File: src/rtl/change_return_dispenser.sv
`default_nettype none
// ============================================================================
// Module   : change_return_dispenser
// Purpose  : Latches a customer balance on a return request and pays it back
//            as a greedy sequence of coins (largest denomination first), one
//            coin per cycle, then reports the total paid and the residue.
// Revision : 1.0 - initial release
// ----------------------------------------------------------------------------
// Ports
//   clk              in   system clock, rising edge
//   reset_n          in   asynchronous active-low reset
//   i_trigger_return in   return request, sampled only while idle
//   i_balance        in   balance to return, sampled with the trigger
//   o_return_coin    out  one-hot coin dispensed this cycle (0 = none)
//   o_busy           out  high while a return session is in progress
//   o_done           out  one-cycle pulse at the end of a session
//   o_return_total   out  sum of coins returned in current/last session
//   o_residual       out  unpayable remainder, valid from o_done onward
// ============================================================================
module change_return_dispenser #(
  parameter int          kNumCoins   = 3,   // this block supports exactly 3
  parameter int          kTotalBits  = 31,
  parameter int unsigned COIN0_VALUE = 100,
  parameter int unsigned COIN1_VALUE = 500,
  parameter int unsigned COIN2_VALUE = 1000
) (
  input  logic                  clk,
  input  logic                  reset_n,
  input  logic                  i_trigger_return,
  input  logic [kTotalBits-1:0] i_balance,
  output logic [kNumCoins-1:0]  o_return_coin,
  output logic                  o_busy,
  output logic                  o_done,
  output logic [kTotalBits-1:0] o_return_total,
  output logic [kTotalBits-1:0] o_residual
);

  localparam logic [kTotalBits-1:0] c_coin0 = kTotalBits'(COIN0_VALUE);
  localparam logic [kTotalBits-1:0] c_coin1 = kTotalBits'(COIN1_VALUE);
  localparam logic [kTotalBits-1:0] c_coin2 = kTotalBits'(COIN2_VALUE);

  typedef enum logic [1:0] {
    ST_IDLE     = 2'd0,
    ST_DISPENSE = 2'd1,
    ST_DONE     = 2'd2
  } state_t;

  state_t                  state_q, state_d;
  logic [kTotalBits-1:0]   remaining_q, remaining_d;
  logic [kNumCoins-1:0]    coin_q, coin_d;
  logic                    busy_q, busy_d;
  logic                    done_q, done_d;
  logic [kTotalBits-1:0]   total_q, total_d;
  logic [kTotalBits-1:0]   residual_q, residual_d;

  always_ff @(posedge clk or negedge reset_n) begin
    if (!reset_n) begin
      state_q     <= ST_IDLE;
      remaining_q <= '0;
      coin_q      <= '0;
      busy_q      <= 1'b0;
      done_q      <= 1'b0;
      total_q     <= '0;
      residual_q  <= '0;
    end else begin
      state_q     <= state_d;
      remaining_q <= remaining_d;
      coin_q      <= coin_d;
      busy_q      <= busy_d;
      done_q      <= done_d;
      total_q     <= total_d;
      residual_q  <= residual_d;
    end
  end

  always_comb begin
    state_d     = state_q;
    remaining_d = remaining_q;
    coin_d      = '0;         // coin is a single-cycle strobe
    busy_d      = busy_q;
    done_d      = 1'b0;       // done is a single-cycle pulse
    total_d     = total_q;
    residual_d  = residual_q;

    case (state_q)
      ST_IDLE: begin
        if (i_trigger_return) begin
          remaining_d = i_balance;
          total_d     = '0;
          residual_d  = '0;
          busy_d      = 1'b1;
          state_d     = ST_DISPENSE;
        end
      end

      ST_DISPENSE: begin
        // Each compare precedes its subtract, so remaining never wraps.
        if (remaining_q >= c_coin2) begin
          coin_d[2]   = 1'b1;
          remaining_d = remaining_q - c_coin2;
          total_d     = total_q + c_coin2;
        end else if (remaining_q >= c_coin1) begin
          coin_d[1]   = 1'b1;
          remaining_d = remaining_q - c_coin1;
          total_d     = total_q + c_coin1;
        end else if (remaining_q >= c_coin0) begin
          coin_d[0]   = 1'b1;
          remaining_d = remaining_q - c_coin0;
          total_d     = total_q + c_coin0;
        end else begin
          residual_d  = remaining_q;
          done_d      = 1'b1;
          state_d     = ST_DONE;
        end
      end

      ST_DONE: begin
        busy_d  = 1'b0;
        state_d = ST_IDLE;
      end

      default: begin
        busy_d  = 1'b0;
        state_d = ST_IDLE;
      end
    endcase
  end

  assign o_return_coin  = coin_q;
  assign o_busy         = busy_q;
  assign o_done         = done_q;
  assign o_return_total = total_q;
  assign o_residual     = residual_q;

endmodule
`default_nettype wire

File: config.mk
export PLATFORM = sky130hd
export DESIGN_NAME = change_return_dispenser
export DESIGN_NICKNAME = d
export VERILOG_FILES = /design/src/rtl/change_return_dispenser.sv
export SDC_FILE = /design/constraint.sdc
export NUM_CORES = 1
export LEC_CHECK = 0
export CAP_MARGIN = 25
export CORE_ASPECT_RATIO = 0.5
export CORE_MARGIN = 1
export CORE_UTILIZATION = 30
export CTS_CLUSTER_DIAMETER = 100
export DETAILED_ROUTE_END_ITERATION = 10
export DONT_BUFFER_PORTS = 1
export GPL_ROUTABILITY_DRIVEN = 0
export PLACE_DENSITY = 0.46
export SYNTH_ARGS = -nofsm -noshare
export SYNTH_HDL_FRONTEND = slang
export SYNTH_SLANG_ARGS = --single-unit
File: constraint.sdc
create_clock -name clk -period 3.5 [get_ports clk]
set_input_delay 0.35 -clock clk [delete_from_list [all_inputs] [get_ports clk]]
set_output_delay 0.35 -clock clk [all_outputs]
set_load 0.005 [all_outputs]
* Word-level counts from Yosys, hierarchy flattened
Index checks and enable logic that the tools add are counted.
** Word-level totals
- Register bits after elaboration :: 100
- Input bits :: 34
- Output and inout bits :: 67
- Word-level logic and storage cells :: 60
** Operators by class
- Add/subtract/negate cells :: 6
- Magnitude comparators :: 3
- Equality and inequality tests :: 6
- Muxes and demuxes :: 31
- Bitwise operators :: 1
- Reductions and logical operators :: 6
** Operators by type and width (count)
- $mux 31 :: 11
- $pmux 31 s2 :: 3
- $add 31x10->31 const B :: 1
- $add 31x7->31 const B :: 1
- $add 31x9->31 const B :: 1
- $ge 31x10->1 const B :: 1
- $ge 31x7->1 const B :: 1
- $ge 31x9->1 const B :: 1
- $sub 31x10->31 const B :: 1
- $sub 31x7->31 const B :: 1
- $sub 31x9->31 const B :: 1
- $mux 2 :: 5
- $mux 1 :: 9
- $ne 2x2->1 const B :: 4
- $reduce_and 5->1 :: 1
- $ne 4x4->1 const B :: 1
- $pmux 2 s2 :: 1
- $reduce_and 4->1 :: 1
- $mux 3 :: 1
- $reduce_and 3->1 :: 1
- $eq 2x1->1 const B :: 1
- $logic_not 2->1 :: 1
- $pmux 1 s2 :: 1
- $reduce_and 2->1 :: 1
- 2 further kinds :: 2

* Logic depth before layout (Yosys ltp)
Gate-level depths: netlist of run 1.
- Depth in word-level cells :: 5
- Depth in mapped cells :: 17
- Mapped depth without buffers :: 15

* Least setup slack after synthesis of run 1
Ideal clock, no wire load.
- Kind :: flip-flop to flip-flop
- Start :: register remaining_q[3]
- End :: register total_q[30] (netlist: o_return_total[30])
- Setup time :: 0.132 ns
- Data arrival time :: 3.661 ns
- Data required time :: 3.368 ns
- Setup slack :: -0.292 ns
- Stages on the path, launching flop included :: 18
- Path buffers :: 2
- Period minus slack after synthesis :: 3.792 ns
- Cells stage by stage :: dfrtp_1 > inv_1 > ha_1 > a21oi_1 > o21bai_1 > nor4_1 > nand2_1 > clkbuf_1 > ha_1 > a211oi_1 > nand2b_1 > a21oi_1 > nor2_1 > a221oi_1 > buf_2 > nor3_1 > xnor2_1 > nor2_1
** On the way
- Longest elaborated chain between the ends :: 4
- Elaborated cells between the ends (all ways) :: 8
- Those cells by class :: 3 x order compare; 1 x eq/ne; 3 x mux; 1 x reduce/logical
** RTL lines
- start: declaration :: line 49 : logic [kTotalBits-1:0] remaining_q, remaining_d;
- start signal: assignment :: line 67 : remaining_q <= remaining_d;
- $ge 31x9->1 :: line 102 : end else if (remaining_q >= c_coin1) begin
- $mux 31 :: line 102
- $mux 31 :: line 98 : if (remaining_q >= c_coin2) begin
- $pmux 31 s2 :: line 85 : case (state_q)
- end signal: assignment :: line 71 : total_q <= total_d;
- end: declaration :: line 53 : logic [kTotalBits-1:0] total_q, total_d;
Parallel ways exist; a longest one is shown, timed or not.
A chain may end at the register's enable or synchronous reset.

* Worst setup path in the final report of run 1
- Start :: register remaining_q[28]
- End :: register total_q[27] (netlist: o_return_total[27])
The elaborated chain is that of the path after synthesis.

==> flow_metrics.env, run 1 <==
export IMPL_ys_flop_type="dfrtp_1"
export IMPL_start_kind="register"
export IMPL_tightest_slew_ns=0.935
export IMPL_finalCritPeriodShare=0.928
export IMPL_syn_inst=605
export IMPL_die_area_sq_um=19000
export IMPL_leakage_nw=2.68
export IMPL_clock_fmax_ghz=0.308
export IMPL_synth_async_sr_flop_share=1.00
export IMPL_worstHoldEndpoint="remaining_q[0]"
export IMPL_synth_cell_type_count=70
export IMPL_relSlewSlack=0.375
export IMPL_regArea_sq_um=2450
export IMPL_hpwl_um=11800
export IMPL_reg2reg_from="remaining_q[28]"
export IMPL_crit_buf_inv=2
export IMPL_yosysSeqAreaShare=0.443
export IMPL_final_min_clock_period_ns=3.25
export IMPL_status="complete, no violations"
export IMPL_wl_met2_um=7300
export IMPL_syn_cell_area_sq_um=5540
export IMPL_reg2reg_depth=12
export IMPL_grt_overflow_total=0
export IMPL_area_delta_synth_final_pct=16.2
export IMPL_min_delay_path_depth=2
export IMPL_row_count=34
export IMPL_die_y_um=98.1
export IMPL_vias_per_cell=5.35
export IMPL_ctsRootBufferMaster="clkbuf_16"
export IMPL_crit_type="reg -> reg"
export IMPL_dieWidth_um=194
export IMPL_critPathMaxFanout=15
export IMPL_grt_antenna_before_repair=2
export IMPL_power_density_nw_per_um2=645
export IMPL_cts_tree="done"
export IMPL_start_util=0.313
export IMPL_layout_drive_gt1_share=0.155
export IMPL_yosys_warnings=0
export IMPL_grt_pass1_vias=4705
export IMPL_grt_pass1_wl_um=26700
export IMPL_wire_per_inst_um=19.1
export IMPL_drv_cap=0
export IMPL_ctsHtreeMaxLevel=3
export IMPL_slowest_delay_ns=0.46
export IMPL_dp_slack_ns=0.183
export IMPL_mostFrequentLayoutCells="dfrtp_1 (98), nor2_1 (73), nand2_1 (52)"
export IMPL_finalClockSkew_ns=0.0106
export IMPL_nNetsFinal=674
export IMPL_pin_count=101
export IMPL_crit_family="simple AND/OR/NAND/NOR gates"
export IMPL_r2r_slack_ns=0.25
export IMPL_worstSkewPairLatency_ns=0.35
export IMPL_antenna_cells=0
export IMPL_worst_path_max_delay_cell="nor4_1"
export IMPL_drt_drc_violations_left=0
export IMPL_clockBufferDepth=2
export IMPL_rsz0062_at_grt="false"
export IMPL_ir_drop_mv=0.274
export IMPL_vias=4630
export IMPL_slew_violations=0
export IMPL_avgSynthCellArea_sq_um=9.15
export IMPL_ant_nets=0
export IMPL_drt_initial_drc_count=328
export IMPL_layout_commonest_cell="dfrtp_1"
export IMPL_n_fill_cell=1827
export IMPL_routedLengthMet1_um=8100
export IMPL_port_buffers=0
export IMPL_clkSlewWorstSetupHoldPaths_ns=0.07
export IMPL_fin_ws_ns=0.254
export IMPL_cts_sinks=98
export IMPL_wl_met3_um=961
export IMPL_hold_viol=0
export IMPL_crit_arrival_ns=3.45
export IMPL_grt_max_degree=99
export IMPL_core_sq_um=17700
export IMPL_ys_ff_latch=98
export IMPL_drt_first_pass_iters=4
export IMPL_cts_made_buffers=9
export IMPL_setup_violations_final=0
export IMPL_worstReg2RegEnd="o_return_total[27]"
export IMPL_hold_path_class="in -> reg"
export IMPL_wirelength_um=16500
export IMPL_maxUsedRoutingLayer="met4"
export IMPL_critPathRequiredTime_ns=3.70
export IMPL_crit_chain="nor4_1, nand2_1, nor4_2, nand2_1, buf_4, ha_1, a32o_1, o22ai_2, buf_4, nor4b_4, xnor2_1, nor2_1"
export IMPL_crit_path_end_kind="register"
export IMPL_synth_enable_flop_cells=0
export IMPL_hold_start="i_balance[0]"
export IMPL_multi_input_area_sq_um=2910
export IMPL_tns_ns=0
export IMPL_grtUsageTotal=0.181
==> report_power, final <==
part	total [mW]	internal (mW)	switching (mW)
Combinational	1.29	0.598	0.695
Sequential	1.68	1.35	0.330
Clock	1.18	0.707	0.474
Total	4.15	2.65	1.50
==> state kept, by name, indices dropped and copies added, names as in the netlist <==
| register | cells |
|---|---|
| state_q | 2 |
| o_busy | 1 |
| o_return_total | 29 |
| o_done | 1 |
| o_residual | 31 |
| remaining_q | 31 |
| o_return_coin | 3 |
==> worst reg2reg max path: stages (launching register included) <==
cell and delay (ns):
dfrtp_1 0.42, nor4_1 0.46, nand2_1 0.17, nor4_2 0.27, nand2_1 0.17, buf_4 0.24, ha_1 0.36, a32o_1 0.23
o22ai_2 0.11, buf_4 0.20, nor4b_4 0.28, xnor2_1 0.14, nor2_1 0.05
==> what timing repair did <==
action,CTS,global route
setup endpoints to repair,0,15
hold buffers,2,0
setup buffers,0,1
resized for setup,0,7
endpoints found under the hold margin,98,0
==> cell usage after synthesis (3+ instances only) <==
master     n  area share
a22o_1     9       0.014
dfrtp_1   98        0.44
nor2_1    74       0.050
or3_1      5      0.0057
nand2_1   53       0.036
buf_2      7      0.0063
a311oi_1   3      0.0047
nor3_1    18       0.016
or4_1      6      0.0081
a31oi_1    9       0.010
nor3b_2    3      0.0068
nand2b_1   6      0.0068
nor4_1    16       0.018
and4_1     3      0.0047
and3_1    10       0.011
clkbuf_1  23       0.016
and2_1    28       0.032
inv_1     13      0.0088
o21ai_0   29       0.026
a211oi_1   3      0.0041
o41ai_1    3      0.0047
buf_4      3      0.0041
a21oi_1   38       0.034
ha_1      13       0.029
o31ai_1    4      0.0054
nand3_1   22       0.020
a22oi_1    4      0.0054
o22ai_1    3      0.0034
xnor2_1   27       0.043
nand4_1    4      0.0045
o211ai_1   5      0.0068
nor3_2     8       0.014
a221oi_1   3      0.0047
a21o_1     3      0.0041
nor2b_1    3      0.0034
==> worst max-delay path by stage <==
stage	slack [ns]	end	startpoint	cells past startpoint
2_1_floorplan	0.02	o_return_total[30]	remaining_q[3]	17
3_3_place_gp	0.24	o_return_total[16]	remaining_q[3]	16
3_5_place_dp	0.18	o_return_total[14]	remaining_q[28]	14
4_1_cts	0.18	o_return_total[12]	remaining_q[28]	14
5_1_grt	0.04	remaining_q[20]	remaining_q[4]	12
6_report	0.25	o_return_total[27]	remaining_q[28]	12
==> layer usage <==
metal / vias up / GRT usage
li1: 2225 / -
met1: 2277 / 0.245
met2: 117 / 0.280
met3: 11 / 0.0594
met4: 0 / 0.0409
met5: - / 0
==> final cells by class <==
type / instances / share of cell area
Multi-Input combinational cell: 458 / 0.452
Timing Repair Buffer: 47 / 0.0589
Tap cell: 234 / 0.0455
Sequential cell: 98 / 0.381
Clock buffer: 9 / 0.0350
Clock inverter: 7 / 0.0194
Inverter: 13 / 0.00758
==> metrics by stage <==
stage	power, mW	utilization	hold slack [ns]	instances	cell area [sq um]
floorplan	2.52	-	0.0544	606	5560
global placement	2.91	0.339	0.0567	847	6000
detailed placement	2.92	0.339	0.0570	847	6000
CTS	4.15	0.361	0.0886	865	6390
global route	4.45	0.364	0.100	866	6430
finish	4.15	0.364	0.106	866	6430
==> cell families (layout without fill, tap and decap cells) <==
family | Yosys count | after routing | share of synthesized area
AOI/OAI and AO/OA | 141 | 141 | 0.170
xor gates and xnor gates | 27 | 27 | 0.0427
adders and majority gates | 13 | 13 | 0.0294
buffers and inverters | 50 | 76 | 0.0423
DFF | 98 | 98 | 0.443
muxes | 2 | 2 | 0.00384
other | 1 | 2 | 0.000677
and+or+nand+nor | 273 | 273 | 0.269
Power figures use the tool's default switching activity.
==> run 2, diff against run 1 <==
--- a/config.mk
+++ b/config.mk
@@ -5,7 +5,6 @@
 export SDC_FILE = /design/constraint.sdc
 export NUM_CORES = 1
 export LEC_CHECK = 0
-export CAP_MARGIN = 25
 export CORE_ASPECT_RATIO = 0.5
 export CORE_MARGIN = 1
 export CORE_UTILIZATION = 30
==> constraint.sdc (replaced) <==
create_clock -name clk -period 3.5 [get_ports clk]
set_input_delay 0.175 -clock clk [delete_from_list [all_inputs] [get_ports clk]]
set_output_delay 0.175 -clock clk [all_outputs]
set_load 0.005 [all_outputs]
==> flow_metrics.env, run 2 (synthesis gave the netlist of run 1 again) <==
export IMPL_die_area_sq_um=19000
export IMPL_multi_input_area_sq_um=2900
export IMPL_cts_sinks=98
export IMPL_clockBufferDepth=2
export IMPL_total_power_mw=4.15
export IMPL_finalClockSkew_ns=0.0106
export IMPL_status="complete, no violations"
export IMPL_vias=4658
export IMPL_hpwl_um=11800
export IMPL_grtUsageTotal=0.181
export IMPL_wire_per_inst_um=18.9
export IMPL_die_y_um=98.1
export IMPL_crit_arrival_ns=3.41
export IMPL_min_delay_path_depth=2
export IMPL_setup_violations_final=0
export IMPL_grt_max_degree=99
export IMPL_core_sq_um=17700
export IMPL_vias_per_cell=5.29
export IMPL_drt_initial_drc_count=328
export IMPL_comb_power_share=0.313
export IMPL_clkSlewWorstSetupHoldPaths_ns=0.07
export IMPL_regArea_sq_um=2450
export IMPL_layout_commonest_cell="dfrtp_1"
export IMPL_row_count=34
export IMPL_hold_path_class="in -> reg"
export IMPL_grt_antenna_before_repair=2
export IMPL_cts_tree="done"
export IMPL_crit_path_end_kind="register"
export IMPL_p_sw_frac=0.361
export IMPL_ctsHtreeMaxLevel=3
export IMPL_reg2reg_depth=15
export IMPL_worstSkewPairLatency_ns=0.35
export IMPL_antenna_cells=0
export IMPL_power_density_nw_per_um2=633
export IMPL_tightest_slew_ns=0.934
export IMPL_mostFrequentLayoutCells="dfrtp_1 (98), nor2_1 (73), nand2_1 (52)"
export IMPL_grt_overflow_total=0
export IMPL_wirelength_um=16600
export IMPL_cts_made_buffers=9
export IMPL_finalCritPeriodShare=0.917
export IMPL_critPathMaxFanout=12
export IMPL_dieWidth_um=194
export IMPL_pin_count=101
export IMPL_clock_fmax_ghz=0.312
export IMPL_place_inst=847
export IMPL_ir_drop_mv=0.274
export IMPL_nNetsFinal=688
export IMPL_ant_nets=0
export IMPL_start_kind="register"
export IMPL_p_clk_frac=0.284
export IMPL_start_util=0.313
export IMPL_n_fill_cell=1819
export IMPL_crit_type="reg -> reg"
export IMPL_timing_hold_ws_ns=0.0155
export IMPL_port_buffers=0
export IMPL_drt_drc_violations_left=0
export IMPL_relSlewSlack=0.376
export IMPL_critPathRequiredTime_ns=3.70
export IMPL_grt_pass1_vias=4770
export IMPL_layout_drive_gt1_share=0.152
export IMPL_leakage_nw=2.74
export IMPL_grt_pass1_wl_um=26700
export IMPL_final_min_clock_period_ns=3.21
export IMPL_switchingPower_mw=1.50
export IMPL_drv_cap=0
export IMPL_drt_first_pass_iters=4
export IMPL_p_seq_frac=0.403
export IMPL_area_delta_synth_final_pct=18.6
export IMPL_ctsRootBufferMaster="clkbuf_16"
export IMPL_intPower_mw=2.65
export IMPL_fin_cells=880
export IMPL_slew_violations=0
export IMPL_hold_viol=0
==> run 2: cell count changes in the layout (fill, tap and decap cells not counted) <==
cell	previous run	this run
dlygate4sd3_1	1	15
nor4_2	2	3
ha_4	1	0
ha_1	12	13
nor4_1	15	14
==> run 2: worst paths after layout <==
| kind | to | startpoint | slack, ns |
|---|---|---|---|
| min in group asynchronous | remaining_q[8] | reset_n | 0.39 |
| worst max-delay path | o_return_total[16] | remaining_q[13] | 0.29 |
| worst max register to register | o_return_total[16] | remaining_q[13] | 0.29 |
| worst min register to register | o_residual[18] | o_residual[18] | 0.51 |
| worst min-delay path | remaining_q[3] | i_balance[3] | 0.02 |
| max in group asynchronous | o_return_total[28] | reset_n | 2.66 |
==> run 2: cell type report <==
class	instances	area share
clock buffer	9	0.0343
multi-input combinational	458	0.442
clock inverter	7	0.0191
sequential	98	0.373
tap	234	0.0446
inverter	13	0.00743
timing repair buffer	61	0.0791
==> run 2: worst max-delay path, stage by stage, from the launching register on <==
cell and delay, ns:
dfrtp_1 0.44, nor4_1 0.28, buf_4 0.17, nand2_1 0.08
nor4_2 0.32, nand2_1 0.13, ha_1 0.36, a211oi_2 0.24
nand2b_1 0.11, a21oi_2 0.18, nor2_1 0.08, a221oi_2 0.20
buf_6 0.20, nor4_1 0.07, xnor2_1 0.14, nor2_1 0.06
==> run 2: power by group through the flow <==
| stage | clock network, mW | logic [mW] | registers, mW |
|---|---|---|---|
| global route | 1.26 | 1.47 | 1.72 |
| detailed placement | 0 | 1.23 | 1.69 |
| CTS | 1.22 | 1.28 | 1.67 |
| finish | 1.18 | 1.30 | 1.68 |
| floorplan | 0 | 0.929 | 1.59 |
| global placement | 0 | 1.22 | 1.69 |
==> run 2: routing by layer <==
layer | wire length [um] | vias to the layer above | global-route usage
li1 | - | 2250 | -
met1 | 8060 | 2268 | 0.245
met2 | 7350 | 129 | 0.281
met3 | 1030 | 11 | 0.0591
met4 | 146 | 0 | 0.0397
met5 | 0 | - | 0
==> run 2: what timing repair did <==
action                                  CTS  global route
endpoints found under the setup margin    0            15
hold endpoints to repair                112             0
hold buffers                             16             0
resized for setup                         0             7
setup buffers                             0             1
==> run 2: metrics by stage <==
stage	setup slack [ns]	setup TNS (ns)	area [sq um]	utilization
2_1_floorplan	0.0235	0	5560	-
3_3_place_gp	0.243	0	6000	0.339
3_5_place_dp	0.183	0	6000	0.339
4_1_cts	0.177	0	6530	0.369
5_1_grt	-0.0126	-0.0172	6570	0.371
6_report	0.290	0	6570	0.371
==> run 3, diff against run 2 <==
--- a/config.mk
+++ b/config.mk
@@ -13,6 +13,7 @@
 export DONT_BUFFER_PORTS = 1
 export GPL_ROUTABILITY_DRIVEN = 0
 export PLACE_DENSITY = 0.46
+export SLEW_MARGIN = 5
 export SYNTH_ARGS = -nofsm -noshare
 export SYNTH_HDL_FRONTEND = slang
 export SYNTH_SLANG_ARGS = --single-unit
==> constraint.sdc (replaced) <==
create_clock -name clk -period 2.8 [get_ports clk]
set_input_delay 0.14 -clock clk [delete_from_list [all_inputs] [get_ports clk]]
set_output_delay 0.14 -clock clk [all_outputs]
set_load 0.005 [all_outputs]
==> flow_metrics.env, run 3 (synthesis gave the netlist of run 1 again) <==
export IMPL_port_buffers=0
export IMPL_drv_cap=0
export IMPL_layout_drive_gt1_share=0.395
export IMPL_status="complete, but fails checks"
export IMPL_cts_tree="done"
export IMPL_n_fill_cell=1682
export IMPL_vias=5251
export IMPL_hold_viol=0
export IMPL_clock_fmax_ghz=0.324
export IMPL_tightest_slew_ns=0.733
export IMPL_ctsHtreeMaxLevel=3
export IMPL_violations="negative setup slack"
export IMPL_mostFrequentLayoutCells="buf_4 (113), dfrtp_1 (97), nor2_1 (65)"
export IMPL_grt_met2_usage=0.305
export IMPL_hpwl_um=12900
export IMPL_grt_antenna_before_repair=0
export IMPL_grt_overflow_total=0
export IMPL_top_usage_layer="met2"
export IMPL_ant_nets=0
export IMPL_rsz0062_at_grt="true"
export IMPL_finalCritPeriodShare=1.10
export IMPL_slowest_delay_ns=0.41
export IMPL_tns_ns=-11.91
export IMPL_fin_util=0.471
export IMPL_crit_arrival_ns=3.31
export IMPL_vias_per_cell=5.26
export IMPL_row_count=34
export IMPL_die_y_um=98.1
export IMPL_core_sq_um=17700
export IMPL_clockBufferDepth=2
export IMPL_grt_pass1_vias=5171
export IMPL_layout_commonest_cell="buf_4"
export IMPL_crit_chain="or3_4, nand2b_4, buf_4, buf_6, buf_6, or3_4, nor4_4, nand2b_4, clkinvlp_4, buf_6, buf_6, o22ai_2, a21oi_1"
export IMPL_final_min_clock_period_ns=3.08
export IMPL_crit_type="reg -> reg"
export IMPL_area_delta_synth_final_pct=50.7
export IMPL_finalClockSkew_ns=0.0134
export IMPL_critPathMaxFanout=6
export IMPL_dieWidth_um=194
export IMPL_ctsRootBufferMaster="clkbuf_16"
export IMPL_clkSlewWorstSetupHoldPaths_ns=0.07
export IMPL_grt_pass1_wl_um=29300
export IMPL_worstSkewPairLatency_ns=0.36
export IMPL_relSlewSlack=0.510
export IMPL_worst_path_max_delay_cell="or3_4"
export IMPL_use_met3=0.0625
export IMPL_start_kind="register"
export IMPL_cpMostUsedCell="buf_6"
export IMPL_leakage_nw=3.55
export IMPL_nNetsFinal=806
export IMPL_slew_violations=0
export IMPL_hold_path_class="in -> reg"
export IMPL_use_met1=0.274
export IMPL_setup_violations_final=90
export IMPL_critPathRequiredTime_ns=3.02
export IMPL_cts_made_buffers=9
export IMPL_grtUsageTotal=0.200
export IMPL_start_util=0.313
export IMPL_die_area_sq_um=19000
export IMPL_ir_drop_mv=0.329
export IMPL_power_density_nw_per_um2=708
export IMPL_fin_ws_ns=-0.285
export IMPL_drt_first_pass_iters=5
export IMPL_antenna_cells=0
export IMPL_drt_drc_violations_left=0
export IMPL_drt_initial_drc_count=348
export IMPL_wire_per_inst_um=19.4
export IMPL_pin_count=101
export IMPL_cts_sinks=98
export IMPL_grt_max_degree=99
export IMPL_wirelength_um=19300
export IMPL_crit_path_end_kind="register"
run 3: cell count changes in the layout (fill, tap and decap cells not counted), moves of 9 or more:
| cell | delta |
|---|---|
| buf_4 | +69 |
| a21oi_1 | -9 |
| o21ai_0 | -13 |
| buf_6 | +28 |
run 3: per-layer routing:
layer / up-vias / wire length (um)
met5: - / 0
met4: 0 / 388
met3: 28 / 1330
met2: 165 / 8640
met1: 2568 / 8980
li1: 2490 / -
run 3: per-stage QoR:
| stage | instances | hold slack, ns | worst slack [ns] | cell area [sq um] | total power, mW |
|---|---|---|---|---|---|
| floorplan | 606 | -0.156 | -0.354 | 5620 | 3.21 |
| detailed placement | 916 | -0.153 | -0.262 | 6610 | 4.10 |
| finish | 998 | 0.0126 | -0.285 | 8340 | 5.90 |
| global placement | 916 | -0.153 | -0.220 | 6610 | 4.10 |
| CTS | 969 | 0.0217 | -0.179 | 7490 | 5.68 |
| global route | 998 | 0.0112 | -0.430 | 8340 | 6.27 |
run 3: final timing paths:
kind / start / depth (start not counted) / slack [ns] / endpoint
setup / recovery: remaining_q[21] / 13 / -0.28 / remaining_q[3]
hold / removal: i_balance[5] / 2 / 0.01 / remaining_q[5]
setup reg to reg: remaining_q[21] / 13 / -0.28 / remaining_q[3]
hold reg to reg: o_residual[22] / 1 / 0.51 / o_residual[22]
max in group asynchronous: reset_n / 2 / 2.00 / o_return_total[6]
min in group asynchronous: reset_n / 2 / 0.38 / o_residual[10]
run 3: what timing repair did:
item / 4_1_cts / 5_1_grt
setup endpoints to repair: 47 / 88
hold buffers: 21 / 0
setup buffers: 16 / 27
endpoints found under the hold margin: 117 / 0
resized for setup: 42 / 138
cloned: 2 / 5
pin swaps: 19 / 47
run 3: area by class of cell:
cell class	count	area [sq um]	area share
repair buffers	179	1730	0.207
flip-flops and latches	98	2450	0.294
inverters	13	52.6	0.00630
clock inverters	7	77.6	0.00930
clock buffers	9	225	0.0270
well taps	234	293	0.0351
multi-input cells	458	3510	0.421
run 3: critical path, delay by kind of cell (launching register included):
kind                   cells  cell delay [ns]
AND/OR/NAND/NOR            5             1.58
buffers and inverters      6             0.77
AO/OA/AOI/OAI              2             0.20
flip-flops                 1             0.38
run 3: power breakdown:
group / internal [mW] / total (mW) / switching (mW)
logic: 1.28 / 2.54 / 1.26
clock network: 0.701 / 1.30 / 0.597
registers: 1.69 / 2.07 / 0.380
